$ cat config.mk
export PLATFORM = sky130hd
export DESIGN_NAME = phase_delay_meter
export DESIGN_NICKNAME = d
export VERILOG_FILES = /design/src/rtl/phase_delay_meter.sv
export SDC_FILE = /design/constraint.sdc
export NUM_CORES = 1
export LEC_CHECK = 0
export BUFFER_PORTS_ARGS = -buffer_cell sky130_fd_sc_hd__buf_2
export CORE_MARGIN = 5
export CORE_UTILIZATION = 45
export CTS_BUF_LIST = sky130_fd_sc_hd__clkbuf_4 sky130_fd_sc_hd__clkbuf_8
export CTS_CLUSTER_DIAMETER = 40
export DETAILED_ROUTE_END_ITERATION = 7
export PLACE_DENSITY = 0.71
export SYNTH_ARGS = -nofsm -noshare
export SYNTH_HDL_FRONTEND = slang
export SYNTH_SLANG_ARGS = --single-unit
$ cat constraint.sdc
create_clock -name clk -period 2.6 [get_ports clk]
set_clock_uncertainty 0.15 [all_clocks]
set_input_delay 0.13 -clock clk [delete_from_list [all_inputs] [get_ports clk]]
set_output_delay 0.13 -clock clk [all_outputs]
set_load 0.05 [all_outputs]
$ cat src/rtl/phase_delay_meter.sv
// Single-shot meter for the delay from a reference PWM rising edge to the next
// rising edge of a delayed copy, plus the reference period, in clk cycles.
module phase_delay_meter #(
  parameter int CTR_W       = 18,
  parameter int SYNC_STAGES = 2
) (
  input  logic             clk,
  input  logic             rst,
  input  logic             ref_in,
  input  logic             sig_in,
  input  logic             start,
  output logic             busy,
  output logic [CTR_W-1:0] delay,
  output logic [CTR_W-1:0] period,
  output logic             valid,
  output logic             err
);

  typedef enum logic [2:0] {IDLE, ARM, MEASURE, PERIOD, DONE} state_t;

  localparam logic [CTR_W-1:0] CTR_MAX = '1;

  state_t             state, state_nxt;
  logic [SYNC_STAGES-1:0] ref_sync, sig_sync;
  logic               ref_prev, sig_prev;
  logic               rise_ref, rise_sig;
  logic [CTR_W-1:0]   cnt, cnt_nxt;
  logic [CTR_W-1:0]   d_q, d_nxt, p_q, p_nxt;
  logic               flag_q, flag_nxt;

  // Both inputs see the same synchronizer depth, so edge-to-edge counts are exact.
  always_ff @(posedge clk or posedge rst) begin
    if (rst) begin
      ref_sync <= '0;
      sig_sync <= '0;
      ref_prev <= 1'b0;
      sig_prev <= 1'b0;
    end else begin
      ref_sync <= {ref_sync[SYNC_STAGES-2:0], ref_in};
      sig_sync <= {sig_sync[SYNC_STAGES-2:0], sig_in};
      ref_prev <= ref_sync[SYNC_STAGES-1];
      sig_prev <= sig_sync[SYNC_STAGES-1];
    end
  end

  assign rise_ref = ref_sync[SYNC_STAGES-1] & ~ref_prev;
  assign rise_sig = sig_sync[SYNC_STAGES-1] & ~sig_prev;

  // Handshake: start is a request sampled only in IDLE; busy covers ARM..PERIOD,
  // and valid is a one-cycle pulse in DONE carrying delay/period/err.
  always_comb begin
    state_nxt = state;
    cnt_nxt   = cnt;
    d_nxt     = d_q;
    p_nxt     = p_q;
    flag_nxt  = flag_q;
    case (state)
      IDLE: begin
        if (start) begin
          state_nxt = ARM;
          cnt_nxt   = '0;
          d_nxt     = '0;
          p_nxt     = '0;
          flag_nxt  = 1'b0;
        end
      end
      ARM: begin
        if (rise_ref) begin
          cnt_nxt = '0;
          if (rise_sig) begin
            d_nxt     = '0;
            state_nxt = PERIOD;
          end else begin
            state_nxt = MEASURE;
          end
        end
      end
      MEASURE: begin
        if (cnt == CTR_MAX) begin
          flag_nxt  = 1'b1;
          d_nxt     = CTR_MAX;
          p_nxt     = CTR_MAX;
          state_nxt = DONE;
        end else begin
          cnt_nxt = cnt + 1'b1;
          // A second ref edge before the sig edge means delay >= period.
          if (rise_ref) begin
            flag_nxt  = 1'b1;
            d_nxt     = '0;
            p_nxt     = cnt + 1'b1;
            state_nxt = DONE;
          end else if (rise_sig) begin
            d_nxt     = cnt + 1'b1;
            state_nxt = PERIOD;
          end
        end
      end
      PERIOD: begin
        if (cnt == CTR_MAX) begin
          flag_nxt  = 1'b1;
          p_nxt     = CTR_MAX;
          state_nxt = DONE;
        end else begin
          cnt_nxt = cnt + 1'b1;
          if (rise_ref) begin
            p_nxt     = cnt + 1'b1;
            state_nxt = DONE;
          end
        end
      end
      DONE:    state_nxt = IDLE;
      default: state_nxt = IDLE;
    endcase
  end

  always_ff @(posedge clk or posedge rst) begin
    if (rst) begin
      state  <= IDLE;
      cnt    <= '0;
      d_q    <= '0;
      p_q    <= '0;
      flag_q <= 1'b0;
      delay  <= '0;
      period <= '0;
      err    <= 1'b0;
      valid  <= 1'b0;
      busy   <= 1'b0;
    end else begin
      state  <= state_nxt;
      cnt    <= cnt_nxt;
      d_q    <= d_nxt;
      p_q    <= p_nxt;
      flag_q <= flag_nxt;
      busy   <= (state_nxt == ARM) || (state_nxt == MEASURE) || (state_nxt == PERIOD);
      valid  <= (state_nxt == DONE);
      if (state_nxt == DONE) begin
        delay  <= d_nxt;
        period <= p_nxt;
        err    <= flag_nxt;
      end
    end
  end

endmodule

==> qor.yml <==
global_route:
  global_route_usage_over_all_layers_pct: 19.4
  grt_pass1_vias: 3270
  maximum_number_of_pins_on_one_net_before_global_route_repair: 49
  grt_overflow: 0
  grt_pass1_wl_um: 17300
  initial_antenna_violation_count: 0
timing:
  rsz_0062_raised_after_global_routing: "no"
  slew_headroom_pct: 43.6
  final_min_period_over_clock_period_pct: 94.7
  final-setup-viol-count: 0
  fin_crit_ps: 2460
  fin_tns_setup_ps: 0
  upper_clock_frequency_limit_ghz: 0.406
  tightestPinTransition_ps: 845
  slew_violations: 0
  hold_viol_final: 0
place:
  place.detailed.hpwl_um: 7720
  portBuffers: 43
  gp_routability_congestion: 0.898
min_path:
  hold_class: "flop to flop"
  worstHoldPathCells: 0
  worstHoldStart: "ref_sync[0]"
  timing.hold.worst_endpoint: "ref_sync[1]"
cts:
  cts_root_buf: "clkbuf_8"
  max-clock-path-buffers: 2
  clock_pin_slew_worst_setup_and_hold_paths_ps: 100
  clock_sinks: 85
  clock_latency_ps: 360
  cts_tree: "yes"
  cts_made_buffers: 9
  ctsHtreeMaxLevel: 3
synthesis:
  synth_warnings: 0
  yosysSeqAreaShare_pct: 52.1
  synth-seq-cells: 85
  synth_edf_count: 0
  synth.net_count: 425
  postSynth.topFlopCell: "dfrtp_1"
  synthDistinctLibCells: 53
  postSynthAreaPerCell_um2: 9.73
  proportion_of_synthesized_flip_flops_having_asynchronous_set_or_reset_pct: 100
  netlist_instances: 419
  syn_area_um2: 4080
critical_path:
  crit_type: "flop to flop"
  critical_path.endpoint_type: "flop"
  crit_path_max_fanout: 8
  source_of_the_worst_register_to_register_timing_path: "cnt[1]"
  worst-r2r-setup-slack_ps: 140
  crit_path_start_kind: "flop"
  worst_ep_arrival_time_ps: 2590
  critical_path_required_ps: 2730
  r2r.worst_path.cells: 7
  regToRegEndpoint: "delay[3]"
floorplanning:
  die_y_um: 105
  io-pin-count: 44
  fp-row-count: 34
  floorplan.die_area_um2: 11100
  fp.dieW_um: 105
  start_util_pct: 46.5
  placeableCoreArea_um2: 8760
detailed_routing:
  drc: 0
  routed_wl_um: 10500
  violation_count_after_the_first_detailed_route_iteration: 362
  routed-via-count: 3397
  ant_nets: 0
  detail_route.vias_per_cell: 5.82
  drt-wirelength-per-cell_um: 17.9
  drt_pass1_iterations: 5
final_layout:
  nFillCells: 799
  layout-area-overhead-vs-synth_pct: 16.0
  fin_nets: 477
  final_layout_size_suffix_gt1_share_pct: 20.8
  insertedDiodeCount: 0
  layout.core_utilization_pct: 54.0
power:
  cellPowerDensity_nw_per_um2: 988
  power.leakage_nw: 2.19
  ir_drop_uv: 327
job:
  drv_cap: 0
run_status:
  status: "finished clean"
-- repair_timing --
item	in CTS	in global routing
resized for setup	0	2
endpoints found under the setup margin	0	4
endpoints found under the hold margin	49	0
hold buffers	4	0
setup buffers	0	0
-- cell usage in the layout, fill, tap and decap left out, types with 7 or more instances in the layout --
master	netlist	layout
buf_4	0	28
nor2_1	21	21
xnor2_1	7	7
nand2_1	56	55
nand3_1	23	22
xor2_1	9	9
nor3_1	17	17
a221oi_1	7	7
dfrtp_1	85	85
clkbuf_8	0	9
a31oi_1	9	9
inv_1	9	8
o21ai_1	17	17
a21oi_1	19	19
buf_2	9	43
o211ai_1	12	12
nand4_1	7	7
o21ai_0	10	10
-- Yosys cell counts (6+ instances only) --
master	instances	area, um2
dfrtp_1	85	2130
xor2_1	9	78.8
nand4_1	7	43.8
nand2b_1	6	37.5
clkbuf_1	21	78.8
o21ai_0	10	50.1
a21oi_1	19	95.1
inv_1	9	33.8
nand2_1	56	210
a221oi_1	7	61.3
nand3_1	23	115
xnor2_1	7	61.3
a31oi_1	9	56.3
buf_2	9	45.0
nor2_1	21	78.8
a2bb2oi_1	6	52.6
nor3_1	17	85.1
o211ai_1	12	90.1
o21ai_1	17	85.1
-- worst max-delay path by stage --
stage	from	to	slack [ps]	cells past startpoint
after floorplan	rst	busy	130	1
after global placement	cnt[1]	delay[16]	260	6
after detailed placement	cnt[1]	delay[16]	160	6
after CTS	cnt[1]	delay[16]	150	6
after global routing	cnt[1]	delay[3]	3	7
final	cnt[1]	delay[3]	140	7
-- stage by stage --
| stage | hold slack (ps) | cells | total power, W | setup slack, ps | instance area [um2] |
|---|---|---|---|---|---|
| after global placement | 91.4 | 564 | 0.00378 | 256 | 4500 |
| after detailed placement | 89.4 | 564 | 0.00381 | 163 | 4500 |
| final | 200 | 584 | 0.00467 | 137 | 4730 |
| after CTS | 207 | 584 | 0.00468 | 146 | 4720 |
| after floorplan | 11.4 | 419 | 0.00324 | 127 | 4080 |
| after global routing | 233 | 584 | 0.00492 | 2.76 | 4730 |
-- sequential cells by signal, summed over array words and instances, names as in the netlist --
name	flops
d_q	18
cnt	18
sig_sync	2
err	1
state	3
ref_sync	2
period	18
ref_prev	1
busy	1
flag_q	1
delay	18
valid	1
sig_prev	1
-- critical path: stages, from the launching register on --
cell     delay [ps]
dfrtp_1         440
ha_1            200
nand4_1         240
or4_4           610
nor2_2          210
buf_4           200
o21ai_0         130
a31oi_1         200
-- metal layers --
metal / vias to the layer above / GRT usage (%) / wire, um
li1: 1615 / - / -
met1: 1617 / 26.7 / 4560
met2: 138 / 30.2 / 4890
met3: 27 / 3.02 / 663
met4: 0 / 8.49 / 361
met5: - / 0 / 0
-- layout make-up --
class | count | area [um2] | share of cell area [%]
Clock buffer | 9 | 124 | 2.62
Sequential cell | 85 | 2130 | 44.9
Tap cell | 108 | 135 | 2.86
Multi-Input combinational cell | 289 | 1760 | 37.3
Timing Repair Buffer | 76 | 485 | 10.3
Clock inverter | 7 | 57.6 | 1.22
Inverter | 10 | 38.8 | 0.820
-- report_power, final --
group / switching (W) / internal (W)
combinational: 0.00148 / 0.000558
clock: 0.000519 / 0.000360
sequential: 0.000172 / 0.00158
-- logic make-up (layout without fill, tap and decap cells) --
| kind of cell | Yosys count | count (layout) | share of synthesized area (%) |
|---|---|---|---|
| multiplexers | 6 | 6 | 1.56 |
| AND/OR/NAND/NOR | 160 | 160 | 20.0 |
| XOR/XNOR | 16 | 16 | 3.44 |
| adder cells (fa/ha/maj) | 1 | 1 | 0.307 |
| buffers and inverters | 45 | 102 | 4.79 |
| AO/OA/AOI/OAI | 106 | 106 | 17.7 |
| flip-flops | 85 | 85 | 52.1 |
Power figures use the tool's default switching activity.
